**src/rtl/pll_seq_pkg.sv**
```systemverilog
// Shared types and constants for the PLL lock sequencer.
// State codes are fixed because STATE is exported for debug.
package pll_seq_pkg;

    localparam logic [2:0] S_PLL_RST   = 3'd0;
    localparam logic [2:0] S_WAIT_LOCK = 3'd1;
    localparam logic [2:0] S_STABLE    = 3'd2;
    localparam logic [2:0] S_REL0      = 3'd3;
    localparam logic [2:0] S_RUN       = 3'd4;
    localparam logic [2:0] S_FAIL      = 3'd5;

    localparam int LOSS_W = 8;

    typedef enum logic [2:0] {
        ST_PLL_RST   = S_PLL_RST,
        ST_WAIT_LOCK = S_WAIT_LOCK,
        ST_STABLE    = S_STABLE,
        ST_REL0      = S_REL0,
        ST_RUN       = S_RUN,
        ST_FAIL      = S_FAIL
    } state_t;

    function automatic logic [LOSS_W-1:0] sat_inc(
        input logic [LOSS_W-1:0] v
    );
        return (v == '1) ? v : v + LOSS_W'(1);
    endfunction

endpackage

```
**src/rtl/pll_lock_sequencer_if.sv**
```systemverilog
// PLL-side and domain-reset signals of the lock sequencer.
// master = sequencer, slave = PLL / board model.
interface pll_lock_sequencer_if;
    import pll_seq_pkg::*;

    logic              LOCK;
    logic              PLL_RESET;
    logic              RST_GL0;
    logic              RST_GL1;
    logic              READY;
    logic              TIMEOUT_ERR;
    logic [LOSS_W-1:0] LOCK_LOSS_CNT;
    logic [2:0]        STATE;

    modport master (
        input  LOCK,
        output PLL_RESET, RST_GL0, RST_GL1, READY,
        output TIMEOUT_ERR, LOCK_LOSS_CNT, STATE
    );

    modport slave (
        output LOCK,
        input  PLL_RESET, RST_GL0, RST_GL1, READY,
        input  TIMEOUT_ERR, LOCK_LOSS_CNT, STATE
    );

endinterface

```
**src/rtl/sync_2ff.sv**
```systemverilog
// Single-bit two-flop synchroniser with synchronous clear.
module sync_2ff (
    input  logic clk,
    input  logic rst,
    input  logic d,
    output logic q
);

    logic meta;

    always_ff @(posedge clk) begin
        if (rst) begin
            meta <= 1'b0;
            q    <= 1'b0;
        end else begin
            meta <= d;
            q    <= meta;
        end
    end

endmodule

```
**src/rtl/pll_lock_sequencer.sv**
```systemverilog
// PLL supervisor: waits for stable lock, releases GL0 then GL1 resets,
// re-asserts on lock loss, retries the PLL and latches a hard failure.
module pll_lock_sequencer
    import pll_seq_pkg::*;
#(
    parameter int LOCK_STABLE_CYC  = 1000,
    parameter int LOCK_TIMEOUT_CYC = 50000,
    parameter int REL_GAP_CYC      = 16,
    parameter int PLL_RST_CYC      = 32,
    parameter int MAX_RETRY        = 3,
    parameter int CNT_W            = 16
) (
    input  logic                  CLK,
    input  logic                  RST,
    pll_lock_sequencer_if.master  bus
);

    localparam logic [CNT_W-1:0] T_PRST = CNT_W'(PLL_RST_CYC - 1);
    localparam logic [CNT_W-1:0] T_TO   = CNT_W'(LOCK_TIMEOUT_CYC - 1);
    localparam logic [CNT_W-1:0] T_STB  = CNT_W'(LOCK_STABLE_CYC - 1);
    localparam logic [CNT_W-1:0] T_GAP  = CNT_W'(REL_GAP_CYC - 1);
    localparam logic [2:0]       R_MAX  = 3'(MAX_RETRY);

    state_t            state, state_n;
    logic [CNT_W-1:0]  timer, timer_n;
    logic [2:0]        retry, retry_n;
    logic [LOSS_W-1:0] loss, loss_n;
    logic              pll_q, pll_n;
    logic              gl0_q, gl0_n;
    logic              gl1_q, gl1_n;
    logic              rdy_q, rdy_n;
    logic              err_q, err_n;
    logic              lock_s;

    sync_2ff u_lock_sync (
        .clk (CLK),
        .rst (RST),
        .d   (bus.LOCK),
        .q   (lock_s)
    );

    always_ff @(posedge CLK) begin
        if (RST) begin
            state <= ST_PLL_RST;
            timer <= '0;
            retry <= '0;
            loss  <= '0;
            pll_q <= 1'b1;
            gl0_q <= 1'b1;
            gl1_q <= 1'b1;
            rdy_q <= 1'b0;
            err_q <= 1'b0;
        end else begin
            state <= state_n;
            timer <= timer_n;
            retry <= retry_n;
            loss  <= loss_n;
            pll_q <= pll_n;
            gl0_q <= gl0_n;
            gl1_q <= gl1_n;
            rdy_q <= rdy_n;
            err_q <= err_n;
        end
    end

    always_comb begin
        state_n = state;
        timer_n = timer + CNT_W'(1);
        retry_n = retry;
        loss_n  = loss;
        pll_n   = pll_q;
        gl0_n   = gl0_q;
        gl1_n   = gl1_q;
        rdy_n   = rdy_q;
        err_n   = err_q;
        unique case (state)
            ST_PLL_RST: begin
                pll_n = 1'b1;
                if (timer == T_PRST) begin
                    state_n = ST_WAIT_LOCK;
                    pll_n   = 1'b0;
                    timer_n = '0;
                end
            end
            ST_WAIT_LOCK: begin
                // lock takes priority over a coincident timeout
                if (lock_s) begin
                    state_n = ST_STABLE;
                    timer_n = '0;
                end else if (timer == T_TO) begin
                    retry_n = retry + 3'd1;
                    timer_n = '0;
                    pll_n   = 1'b1;
                    if (retry_n == R_MAX) begin
                        state_n = ST_FAIL;
                        err_n   = 1'b1;
                    end else begin
                        state_n = ST_PLL_RST;
                    end
                end
            end
            ST_STABLE: begin
                if (!lock_s) begin
                    state_n = ST_WAIT_LOCK;
                    timer_n = '0;
                end else if (timer == T_STB) begin
                    state_n = ST_REL0;
                    gl0_n   = 1'b0;
                    timer_n = '0;
                end
            end
            ST_REL0: begin
                if (!lock_s) begin
                    state_n = ST_WAIT_LOCK;
                    gl0_n   = 1'b1;
                    loss_n  = sat_inc(loss);
                    timer_n = '0;
                end else if (timer == T_GAP) begin
                    state_n = ST_RUN;
                    gl1_n   = 1'b0;
                    rdy_n   = 1'b1;
                    retry_n = '0;
                    timer_n = '0;
                end
            end
            ST_RUN: begin
                timer_n = timer;
                if (!lock_s) begin
                    state_n = ST_WAIT_LOCK;
                    gl0_n   = 1'b1;
                    gl1_n   = 1'b1;
                    rdy_n   = 1'b0;
                    loss_n  = sat_inc(loss);
                    timer_n = '0;
                end
            end
            ST_FAIL: begin
                timer_n = timer;
                pll_n   = 1'b1;
                gl0_n   = 1'b1;
                gl1_n   = 1'b1;
                rdy_n   = 1'b0;
                err_n   = 1'b1;
            end
            default: begin
                state_n = ST_PLL_RST;
                timer_n = '0;
                pll_n   = 1'b1;
                gl0_n   = 1'b1;
                gl1_n   = 1'b1;
                rdy_n   = 1'b0;
            end
        endcase
    end

    assign bus.PLL_RESET     = pll_q;
    assign bus.RST_GL0       = gl0_q;
    assign bus.RST_GL1       = gl1_q;
    assign bus.READY         = rdy_q;
    assign bus.TIMEOUT_ERR   = err_q;
    assign bus.LOCK_LOSS_CNT = loss;
    assign bus.STATE         = state;

endmodule

```
**src/flat_wrapper.sv**
```systemverilog
// flat-port wrapper written by rule: the top's interface ports become plain ports
module pll_lock_sequencer_flat import pll_seq_pkg::*;
#(
    parameter int LOCK_STABLE_CYC  = 1000,
    parameter int LOCK_TIMEOUT_CYC = 50000,
    parameter int REL_GAP_CYC      = 16,
    parameter int PLL_RST_CYC      = 32,
    parameter int MAX_RETRY        = 3,
    parameter int CNT_W            = 16
)
  (CLK, RST, bus_LOCK, bus_PLL_RESET, bus_RST_GL0, bus_RST_GL1, bus_READY, bus_TIMEOUT_ERR, bus_LOCK_LOSS_CNT, bus_STATE);
  pll_lock_sequencer_if bus_i ();
  input  logic CLK;
  input  logic RST;
  input wire logic [$bits(bus_i.LOCK)-1:0] bus_LOCK;
  output wire logic [$bits(bus_i.PLL_RESET)-1:0] bus_PLL_RESET;
  output wire logic [$bits(bus_i.RST_GL0)-1:0] bus_RST_GL0;
  output wire logic [$bits(bus_i.RST_GL1)-1:0] bus_RST_GL1;
  output wire logic [$bits(bus_i.READY)-1:0] bus_READY;
  output wire logic [$bits(bus_i.TIMEOUT_ERR)-1:0] bus_TIMEOUT_ERR;
  output wire logic [$bits(bus_i.LOCK_LOSS_CNT)-1:0] bus_LOCK_LOSS_CNT;
  output wire logic [$bits(bus_i.STATE)-1:0] bus_STATE;
  assign bus_i.LOCK = bus_LOCK;
  assign bus_PLL_RESET = bus_i.PLL_RESET;
  assign bus_RST_GL0 = bus_i.RST_GL0;
  assign bus_RST_GL1 = bus_i.RST_GL1;
  assign bus_READY = bus_i.READY;
  assign bus_TIMEOUT_ERR = bus_i.TIMEOUT_ERR;
  assign bus_LOCK_LOSS_CNT = bus_i.LOCK_LOSS_CNT;
  assign bus_STATE = bus_i.STATE;
  pll_lock_sequencer #(.LOCK_STABLE_CYC(LOCK_STABLE_CYC), .LOCK_TIMEOUT_CYC(LOCK_TIMEOUT_CYC), .REL_GAP_CYC(REL_GAP_CYC), .PLL_RST_CYC(PLL_RST_CYC), .MAX_RETRY(MAX_RETRY), .CNT_W(CNT_W)) u_core (.CLK(CLK), .RST(RST), .bus(bus_i));
endmodule
```
**config.mk**
```make
export PLATFORM = sky130hd
export DESIGN_NAME = pll_lock_sequencer_flat
export DESIGN_NICKNAME = d
export VERILOG_FILES = /design/src/rtl/pll_seq_pkg.sv /design/src/rtl/pll_lock_sequencer_if.sv /design/src/rtl/sync_2ff.sv /design/src/rtl/pll_lock_sequencer.sv /design/src/flat_wrapper.sv
export SDC_FILE = /design/constraint.sdc
export NUM_CORES = 1
export LEC_CHECK = 0
export ABC_CLOCK_PERIOD_IN_PS = 2200
export BUFFER_PORTS_ARGS = -buffer_cell sky130_fd_sc_hd__clkbuf_2
export CAP_MARGIN = 0
export CORE_ASPECT_RATIO = 0.7
export CORE_MARGIN = 2
export CORE_UTILIZATION = 53
export DETAILED_ROUTE_END_ITERATION = 8
export PLACE_DENSITY = 0.74
export SETUP_SLACK_MARGIN = 0.1
export SYNTH_ARGS = -nofsm -noshare
export SYNTH_HDL_FRONTEND = slang
export SYNTH_SLANG_ARGS = --single-unit
```
**constraint.sdc**
```tcl
create_clock -name CLK -period 2.2 [get_ports CLK]
set_input_delay 0.44 -clock CLK [delete_from_list [all_inputs] [get_ports CLK]]
set_output_delay 0.44 -clock CLK [all_outputs]
set_load 0.01 [all_outputs]
```
==> results of run 1 <==
-- layer usage --
layer,routed length [microns],up-vias,GRT usage [%],part of all wire [%]
li1,-,966,-,-
met1,2480,890,35.6,51
met2,1970,53,32.7,41
met3,297,9,5.72,6.2
met4,79,0,8.67,1.6
met5,0,-,0,0
-- critical path: stages (launching register included) --
cell	delay, ps
dfxtp_2	320
or4b_4	540
o41a_1	350
or3b_4	420
or4_4	420
a21oi_1	180
-- power by group through the flow --
stage	Combinational [uW]	Sequential, uW	Clock [uW]
after floorplan	198	757	0
after global placement	351	738	0
after detailed placement	355	738	0
after CTS	375	723	621
after global routing	424	729	648
final	387	724	610
-- cells in the final DEF (no fill, tap or decap), types with 3 or more instances in the layout --
cell / n
a21oi_1: 13
and3_1: 11
and4_1: 4
buf_4: 27
clkbuf_2: 18
clkbuf_8: 6
dfxtp_1: 36
ha_1: 4
inv_1: 7
nand2_1: 18
nand3_1: 5
nand4_1: 10
nor2_1: 27
nor2b_1: 5
nor3_1: 7
nor4_1: 6
o21a_1: 3
o21ai_0: 9
o32ai_1: 4
xnor2_1: 7
xor2_1: 11
-- registers in the layout, indices dropped and copies added, names as in the netlist --
register and cells:
u_core.timer 16, u_core.bus.LOCK_LOSS_CNT 8, u_core.bus.TIMEOUT_ERR 1, u_core.bus.RST_GL0 1, u_core.bus.READY 1, u_core.bus.RST_GL1 1
u_core.u_lock_sync.meta 1, u_core.bus.STATE 3, u_core.u_lock_sync.q 1, u_core.retry 3, u_core.bus.PLL_RESET 1
-- cell usage after synthesis, drive strengths merged, types with 7 or more instances --
master / n / area [sq um]
and3: 12 / 76.3
dfxtp: 37 / 741
nand2: 18 / 67.6
o21ai: 10 / 50.0
xor2: 11 / 96.3
inv: 7 / 26.3
nor3: 7 / 35.0
xnor2: 7 / 61.3
clkbuf: 11 / 41.3
nand4: 10 / 62.6
nor4: 7 / 43.8
nor2: 27 / 101
a21oi: 13 / 65.1
-- layout make-up --
type	instances	area (sq um)
multi-input cells	183	1220
fillers	301	1120
flip-flops and latches	37	742
repair buffers	45	293
clock buffers	7	86.3
well taps	50	62.6
clock inverters	1	30.0
inverters	7	26.3
-- how the worst max path moves through the flow --
stage,depth (start not counted),endpoint,slack (ps),from
6_report,5,u_core.retry[2]$_SDFFE_PP0P_,-100,u_core.timer[4]$_SDFFE_PP0P_
5_1_grt,6,u_core.retry[2]$_SDFFE_PP0P_,-120,u_core.timer[4]$_SDFFE_PP0P_
4_1_cts,5,u_core.retry[2]$_SDFFE_PP0P_,-10,u_core.timer[4]$_SDFFE_PP0P_
3_5_place_dp,7,u_core.timer[15]$_SDFFE_PP0P_,-50,u_core.timer[0]$_SDFFE_PP0P_
3_3_place_gp,5,u_core.retry[2]$_SDFFE_PP0P_,5,u_core.timer[4]$_SDFFE_PP0P_
2_1_floorplan,5,u_core.retry[1]$_SDFFE_PP0P_,10,u_core.timer[4]$_SDFFE_PP0P_
-- cells by family (layout without fill, tap and decap cells) --
family,count (synthesis),after routing,share of synthesized area (%)
compound gates,45,45,15.3
xor+xnor,18,18,7.87
fa+ha+maj,4,4,2.50
buf+inv,21,60,4.06
flops,37,37,37.0
mux,2,2,0.999
simple gates,114,114,32.3
-- timing repair --
item	CTS	global route
setup endpoints to repair	21	20
gates resized for setup	2	2
pin swaps	2	0
hold buffers	0	0
buffers inserted	1	0
-- stage by stage --
stage	hold slack (ps)	instance area (sq um)	total power [uW]	setup WS, ps	utilization [%]
CTS	374	2450	1720	-10.0	68.4
finish	380	2460	1720	-96.3	68.7
detailed placement	424	2310	1090	-48.3	64.6
global placement	418	2310	1090	4.59	64.6
floorplan	414	2020	955	12.9	-
global route	384	2460	1800	-117	68.7
==> metrics.md, run 1 <==
| Metric | Value |
|---|---|
| Status | complete, but fails checks |
| Failing checks | negative setup slack |
| Non-filler cells, final | 330 |
| GP Congestion | 0.881 |
| Post-DR wirelength/cell | 14.6 microns |
| Core Box Area | 0.00358 sq mm |
| DPL Wire Length | 3.49 mm |
| DRT iter0 DRCs | 144 |
| Hold path cells | 2 |
| Worst setup SP type | register |
| Placed cell count | 321 |
| Max Fanout on Critical Path | 5 |
| Clock latency at the later pin of the worst-skew pair | 290 ps |
| Post-synthesis net count | 248 |
| Die W | 77.5 microns |
| Overall die area | 0.00430 sq mm |
| PwrDens | 700 mW/mm^2 |
| Crit Reg-Reg Startpoint | u_core.timer[4]$_SDFFE_PP0P_ |
| Combinational share of power | 22.5% |
| Max Slew Vio Count | 0 |
| Area Overhead vs Synth | 22.7% |
| Initial Util | 56.0% |
| Setup TNS | -145 ps |
| Number of global-route vias before repair | 1,689 |
| Grt total ovfl | 0 |
| Clk buf depth | 2 |
| Layout Skew | 6.81 ps |
| Row Count | 18 |
| Initial antenna violation count | 0 |
| # nets final | 286 |
| VDD IR max | 427 uV |
| Fin crit share | 104% |
| Clock transition at path regs | 70 ps |
| FF-to-FF setup slack | -100 ps |
| Critical path arrival | 2520 ps |
| DR vias | 1,918 |
| Cell Area, Synth | 0.00200 sq mm |
| Post-synth cell types | 50 |
| H-tree depth | 2 |
| Worst Path Required | 2420 ps |
| Flops & latches, synth | 37 |
| Net switching power | 473 uW |
| Synth Instances | 241 |
| Syn Area/Cell | 8.32 sq um |
| Worst Slack Setup Final | -96.3 ps |
| Routed WL | 4.83 mm |
| Initial DRT Pass Iterations | 4 |
| Hold_sp | bus_LOCK |
| Leakage | 0.00100 uW |
| Largest net degree at the start of global routing | 20 |
| RSZ-0062 raised after global routing | yes |
| Sw Share | 27.5% |
| Asr flop ratio synth | 0% |
| Register area share after synthesis | 37.0% |
| Max_cap viols | 0 |
| Final setup vio count | 3 |
| Hold worst-path end | u_core.u_lock_sync.meta$_SDFF_PP0_ |
| Diodes inserted | 0 |
| First-pass GRT wire length | 8.18 mm |
| Die H | 55.5 microns |
| F_max | 0.435 GHz |
| Synth warn | 0 |
| IO buf count | 18 |
| Sink Count | 37 |
| Post-route ant nets | 0 |
| Slew HR | 49.1% |
| TritonCTS clock tree | yes |
| Period minus WS final | 2300 ps |
| Ratio of cells with drive above 1 in the final layout | 23.2% |
| Worst-Margin Slew | 759 ps |
| DRC viols | 0 |
| Top FF cell, synth | dfxtp_1 |
| TritonCTS Buffers | 5 |
| Tot GR Track Use | 23.7% |
| Internal power | 1250 uW |
| DR vias/cell | 5.81 |
| Flop pwr share | 42.1% |
| EDFF count, synth | 0 |
| CTS Root Cell | clkbuf_8 |
| Clock Power Share | 35.5% |
| Crit. End Element | register |
| R2r worst-path depth | 5 |
| Ports | 19 |
| Final Hold Fails | 0 |
| Crit path kind | reg -> reg |
| Worst Hold Class | in -> reg |
| R2r endpoint | u_core.retry[2]$_SDFFE_PP0P_ |
Note: power is estimated with default switching activity, not from simulation.
==> inputs of run 2 (changes only) <==
--- a/config.mk
+++ b/config.mk
@@ -9,11 +9,12 @@
 export BUFFER_PORTS_ARGS = -buffer_cell sky130_fd_sc_hd__clkbuf_2
 export CAP_MARGIN = 0
 export CORE_ASPECT_RATIO = 0.7
-export CORE_MARGIN = 2
 export CORE_UTILIZATION = 53
+export CTS_CLUSTER_DIAMETER = 30
 export DETAILED_ROUTE_END_ITERATION = 8
 export PLACE_DENSITY = 0.74
 export SETUP_SLACK_MARGIN = 0.1
 export SYNTH_ARGS = -nofsm -noshare
 export SYNTH_HDL_FRONTEND = slang
 export SYNTH_SLANG_ARGS = --single-unit
+export TNS_END_PERCENT = 100
==> run 2 against run 1 <==
- the flow still finishes with violations (negative setup slack)
- fmax up 3.1%
- worst hold slack worse by 12 ps
- register-to-register slack better by 70 ps
- setup slack better by 69 ps
- clock-buffer cell count unchanged
- non-clock buffer count up 2
- clock power down 15%
- sequential power about the same
- critical path depth unchanged
- die area down 6.1%
- sequential share of layout area down 0.56 points
==> metrics.md, run 2 (same netlist as run 1, synthesis figures left out) <==
| Metric | Value |
|---|---|
| Overall die area | 0.00404 sq mm |
| RSZ-0062 raised after global routing | yes |
| Largest net degree at the start of global routing | 20 |
| Period minus WS final | 2230 ps |
| R2r worst-path depth | 5 |
| DR vias | 1,959 |
| Post-DP Area | 0.00232 sq mm |
| IO buf count | 18 |
| Final setup vio count | 3 |
| Fin crit share | 101% |
| Critical path cell sequence | or4b_4 -> o41a_1 -> or3b_4 -> or4_1 -> a21oi_1 |
| Crit path kind | reg -> reg |
| Buf+Inv Stages, Crit Path | 0 |
| Utilization after layout | 70.4% |
| Crit. End Element | register |
| Number of global-route vias before repair | 1,702 |
| VDD IR max | 378 uV |
| Die W | 75.5 microns |
| CP peak stage delay | 550 ps |
| Worst-Margin Slew | 861 ps |
| Grt total ovfl | 0 |
| CP endpoint | u_core.retry[2]$_SDFFE_PP0P_ |
| # nets final | 288 |
| Failing checks | negative setup slack |
| Routed WL | 5.01 mm |
| Die H | 53.5 microns |
| Ratio of cells with drive above 1 in the final layout | 25.5% |
| R2r endpoint | u_core.retry[2]$_SDFFE_PP0P_ |
| PnR Total Power | 1660 uW |
| Number of flip-flops in the largest register | 16 |
| Area Overhead vs Synth | 25.0% |
| Row Count | 18 |
| Clock transition at path regs | 70 ps |
| DPL Wire Length | 3.43 mm |
| TritonCTS clock tree | yes |
| Max Slew Vio Count | 0 |
| Final instance area | 0.00250 sq mm |
| Leakage | 0.00102 uW |
| DR vias/cell | 5.90 |
| Post-DR wirelength/cell | 15.1 microns |
| Placed cell count | 322 |
| Core Box Area | 0.00356 sq mm |
| H-tree depth | 2 |
| Status | complete, but fails checks |
| DRT iter0 DRCs | 183 |
| Ports | 19 |
| Setup TNS | -44.4 ps |
| Crit Reg-Reg Startpoint | u_core.timer[4]$_SDFFE_PP0P_ |
| Clk buf depth | 2 |
| Post-route ant nets | 0 |
| Worst Hold Class | in -> reg |
| Most frequent cells in the layout | dfxtp_1 (36), buf_4 (29), nor2_1 (27) |
| Largest Register | u_core.timer |
| Most common cell after layout, fill and taps aside | dfxtp_1 |
| Initial Util | 56.3% |
| Worst Setup SP | u_core.timer[4]$_SDFFE_PP0P_ |
| Sink Count | 37 |
| Top Family by Delay on Critical Path | simple AND/OR/NAND/NOR gates |
| DRC viols | 0 |
| TritonCTS Buffers | 5 |
| Max Fanout on Critical Path | 6 |
| Worst Path Required | 2420 ps |
| CTS Root Cell | clkbuf_8 |
| Slew HR | 42.5% |
| FF-to-FF setup slack | -30 ps |
| Final Hold Fails | 0 |
| WP depth | 5 |
| First-pass GRT wire length | 7.87 mm |
| Layout Skew | 4.29 ps |
| F_max | 0.449 GHz |
| Initial antenna violation count | 0 |
| Diodes inserted | 0 |
| Non-filler cells, final | 332 |
| Worst setup SP type | register |
| GP Congestion | 0.845 |
| Worst Slack Setup Final | -27.1 ps |
| Slowest CP cell | or4b_4 |
| Clock latency at the later pin of the worst-skew pair | 290 ps |
| Critical path arrival | 2450 ps |
| CTS Hold Bufs | 0 |
| PwrDens | 663 mW/mm^2 |
| Tot GR Track Use | 26.1% |
| Initial DRT Pass Iterations | 4 |
| Max_cap viols | 0 |
## run 2: worst min-delay path by stage
stage                                       startpoint                            endpoint  slack [ps]  cells after the start
floorplan           u_core.u_lock_sync.meta$_SDFF_PP0_     u_core.u_lock_sync.q$_SDFF_PP0_         410                      1
global placement    u_core.u_lock_sync.meta$_SDFF_PP0_     u_core.u_lock_sync.q$_SDFF_PP0_         440                      1
detailed placement  u_core.u_lock_sync.meta$_SDFF_PP0_     u_core.u_lock_sync.q$_SDFF_PP0_         430                      1
CTS                                           bus_LOCK  u_core.u_lock_sync.meta$_SDFF_PP0_         370                      2
global route                                  bus_LOCK  u_core.u_lock_sync.meta$_SDFF_PP0_         370                      2
finish                                        bus_LOCK  u_core.u_lock_sync.meta$_SDFF_PP0_         370                      2
## run 2: what timing repair did
| item | CTS | global route |
|---|---|---|
| pin swaps | 1 | 0 |
| resized for setup | 2 | 11 |
| gates cloned | 0 | 1 |
| buffers inserted | 0 | 1 |
| endpoints found under the setup margin | 18 | 20 |
## run 2: cell type report
cell class | count | area [sq um]
multi-input combinational | 183 | 1260
sequential | 37 | 742
fill | 306 | 1050
timing repair buffer | 47 | 308
clock buffer | 7 | 96.3
tap | 50 | 62.6
clock inverter | 1 | 5.00
inverter | 7 | 26.3
## run 2: where the power goes
group          switching, uW  internal [uW]
Sequential              20.7            704
Clock                    237            283
Combinational            232            186
## run 2: worst register-to-register path: cells and delay by family, from the launching register on
family / cells / cell delay, ps
AND/OR/NAND/NOR: 3 / 1380
AO/OA/AOI/OAI: 2 / 470
flip-flops: 1 / 320
## run 2: through the flow
step / setup slack (ps) / hold slack [ps]
finish: -27.1 / 367
floorplan: 12.9 / 414
global placement: 1.06 / 435
CTS: -17.9 / 373
global route: -80.6 / 370
detailed placement: -24.0 / 428
## run 2: per-layer routing
metal,global-route usage (%),part of all wire [%],vias to the layer above
met2,36.2,42,76
li1,-,-,972
met5,0,0,-
met4,8.64,0.76,0
met3,7.43,6.3,7
met1,38.0,51,904
==> inputs of run 3 (changes only) <==
--- a/config.mk
+++ b/config.mk
@@ -5,6 +5,7 @@
 export SDC_FILE = /design/constraint.sdc
 export NUM_CORES = 1
 export LEC_CHECK = 0
+export ABC_AREA = 1
 export ABC_CLOCK_PERIOD_IN_PS = 2200
 export BUFFER_PORTS_ARGS = -buffer_cell sky130_fd_sc_hd__clkbuf_2
 export CAP_MARGIN = 0
==> run 3 against run 2 <==
- the run now ends clean
- final cell count rose by 23%
- worst hold slack worse by 36 ps
- synthesized cell count rose by 39%
- via count increased by 7.3%
- clock skew is essentially flat
- sequential cell count unchanged
- first-iteration DRC count up 21%
- wire length shrank 1.9%
- non-clock buffer count shrank 28
- register-to-register slack improved by 500 ps
- utilization decreased by 7.9 points
- critical path type unchanged
==> metrics.md, run 3 <==
| Metric | Value |
|---|---|
| Asr flop ratio synth | 0% |
| Core Box Area | 0.00397 sq mm |
| Critical path arrival | 1920 ps |
| DR vias/cell | 5.15 |
| Post-CTS setup buffers | 0 |
| TritonCTS clock tree | yes |
| Commonest cells post-synth | nand2_1 (83), nor2_1 (59), dfxtp_1 (37) |
| Slowest CP cell | dfxtp_1 |
| H-tree depth | 2 |
| Area Overhead vs Synth | 12.0% |
| Overall die area | 0.00445 sq mm |
| Worst Path Required | 2390 ps |
| Synth warn | 0 |
| Met2 WL | 1.84 mm |
| Critical path cell sequence | ha_1 -> nand3_1 -> nor2_1 -> nand2_1 -> nand2_1 -> nand2_2 -> nor2_4 -> nand2_4 -> nand2_4 -> nor2_1 |
| Crit. End Element | register |
| Post-DP Area | 0.00235 sq mm |
| Clock transition at path regs | 80 ps |
| Final Hold Fails | 0 |
| Synth Instances | 334 |
| VDD IR max | 537 uV |
| Die H | 56.1 microns |
| IO buf count | 18 |
| Period minus WS final | 1730 ps |
| Fill cells | 377 |
| Largest Register | u_core.timer |
| Top Family by Delay on Critical Path | simple AND/OR/NAND/NOR gates |
| Post-synthesis net count | 341 |
| Number of flip-flops in the largest register | 16 |
| Top post-synthesis cells by area | dfxtp_1 (33%), nand2_1 (14%), nor2_1 (10%), inv_1 (6.1%), a21oi_1 (3.6%) |
| F_max | 0.579 GHz |
| # nets final | 362 |
| Tot GR Track Use | 24.6% |
| Top-count cell post-synth | nand2_1 |
| Slew HR | 73.1% |
| Max Fanout on Critical Path | 10 |
| CTS Hold Bufs | 0 |
| Max_cap viols | 0 |
| Syn Area/Cell | 6.63 sq um |
| Worst setup SP type | register |
| Register area share after synthesis | 33.4% |
| Ports | 19 |
| Sink Count | 37 |
| DPL Wire Length | 3.66 mm |
| Sw Share | 33.7% |
| Clock latency at the later pin of the worst-skew pair | 290 ps |
| Post-DR wirelength/cell | 12.0 microns |
| Status | finished clean |
| Worst-Margin Slew | 403 ps |
| Diodes inserted | 0 |
| Max Slew Vio Count | 0 |
| Most common cell after layout, fill and taps aside | nand2_1 |
| Most frequent cells in the layout | nand2_1 (83), nor2_1 (59), dfxtp_1 (37) |
| Initial antenna violation count | 0 |
| Clock Power Share | 33.7% |
| Post-route ant nets | 0 |
| TritonCTS Buffers | 5 |
| Layout Skew | 3.91 ps |
| GP Congestion | 0.948 |
| DRC viols | 0 |
| Largest area contributor in the netlist | dfxtp_1 |
| Routed wl met3 | 266 microns |
| Initial Util | 55.8% |
| DR vias | 2,102 |
| Row Count | 19 |
| Ratio of cells with drive above 1 in the final layout | 16.0% |
| PwrDens | 853 mW/mm^2 |
| Routed WL | 4.91 mm |
| Grt total ovfl | 0 |
| Initial DRT Pass Iterations | 5 |
| Crit path kind | reg -> reg |
| Buf+Inv Stages, Crit Path | 0 |
| Combinational share of power | 27.9% |
| RSZ-0062 raised after global routing | no |
| Fin crit share | 78.6% |
| Clk buf depth | 2 |
| FF-to-FF setup slack | 470 ps |
| Flop pwr share | 38.4% |
| Die W | 79.3 microns |
| Resize count post-CTS | 0 |
| First-pass GRT wire length | 8.56 mm |
| Final instance area | 0.00248 sq mm |
| CP peak stage delay | 390 ps |
| Flops & latches, synth | 37 |
| Post-synth cell types | 34 |
| Top FF cell, synth | dfxtp_1 |
| Number of global-route vias before repair | 1,802 |
| Setup TNS | 0 ps |
| Top sig layer | met4 |
| Final setup vio count | 0 |
| Internal power | 1400 uW |
| DRT iter0 DRCs | 222 |
| Net switching power | 714 uW |
| DRT met1 WL | 2.76 mm |
| CTS Root Cell | clkbuf_8 |
| Yosys top cell area share | 33.4% |
| Leakage | 0.00112 uW |
| EDFF count, synth | 0 |
| Cell Area, Synth | 0.00222 sq mm |
| Worst Hold Class | in -> reg |
| Largest net degree at the start of global routing | 17 |
[run 3: cell types whose count changed after synthesis, moves of 5 or more]
cell,change
nor3_1,-6
clkbuf_1,-9
nor2b_1,-5
nor4_1,-6
and3_1,-10
nand2_2,+6
inv_1,+29
nor2_2,+6
nor2_1,+32
nand3_1,+9
nand2_1,+65
[run 3: power groups by stage]
stage	clock network (uW)	registers, uW	logic [uW]
floorplan	0	822	446
CTS	717	811	587
finish	714	812	591
detailed placement	0	825	583
global placement	0	822	576
global route	748	820	688
[run 3: layout make-up]
class	instances	area, sq um	share of cell area (%)
multi-input combinational	251	1290	52.0
sequential	37	741	29.9
inverter	41	154	6.20
tap	52	65.1	2.62
clock buffer	5	68.8	2.77
clock inverter	3	65.1	2.62
timing repair buffer	19	97.6	3.93
[run 3: cell families (layout without fill, tap and decap cells)]
| group | Yosys count | in the layout | synth area share [%] |
|---|---|---|---|
| and+or+nand+nor | 194 | 194 | 40.3 |
| buffers and inverters | 46 | 68 | 8.36 |
| DFF | 37 | 37 | 33.4 |
| AOI/OAI and AO/OA | 36 | 36 | 8.98 |
| xor gates and xnor gates | 17 | 17 | 6.72 |
| adders and majority gates | 4 | 4 | 2.26 |
[run 3: stage by stage]
step           cells  hold WS (ps)  total power, uW  util (%)  setup slack, ps
2_1_floorplan    334           388             1270         -              690
3_3_place_gp     400           411             1400      59.1              553
3_5_place_dp     400           406             1410      59.1              517
4_1_cts          408           332             2110      62.5              481
5_1_grt          408           344             2260      62.5              305
6_report         408           331             2120      62.5              471
[run 3: layer usage]
| layer | track usage [%] | vias to the layer above |
|---|---|---|
| met2 | 31.8 | 61 |
| li1 | - | 1089 |
| met5 | 0 | - |
| met3 | 5.25 | 7 |
| met4 | 6.23 | 0 |
| met1 | 39.8 | 945 |
[run 3: worst paths after layout]
| check | end | cells past startpoint | startpoint |
|---|---|---|---|
| worst max-delay path | u_core.timer[11]$_SDFFE_PP0P_ | 10 | u_core.timer[0]$_SDFFE_PP0P_ |
| worst min-delay path | u_core.u_lock_sync.meta$_SDFF_PP0_ | 3 | bus_LOCK |
| worst max register to register | u_core.timer[11]$_SDFFE_PP0P_ | 10 | u_core.timer[0]$_SDFFE_PP0P_ |
| worst min register to register | u_core.u_lock_sync.q$_SDFF_PP0_ | 2 | u_core.u_lock_sync.meta$_SDFF_PP0_ |
[run 3: tightest hold or removal path, cell delays in order]
cell and delay [ps]:
clkbuf_2 80, inv_1 40, nor2_1 30
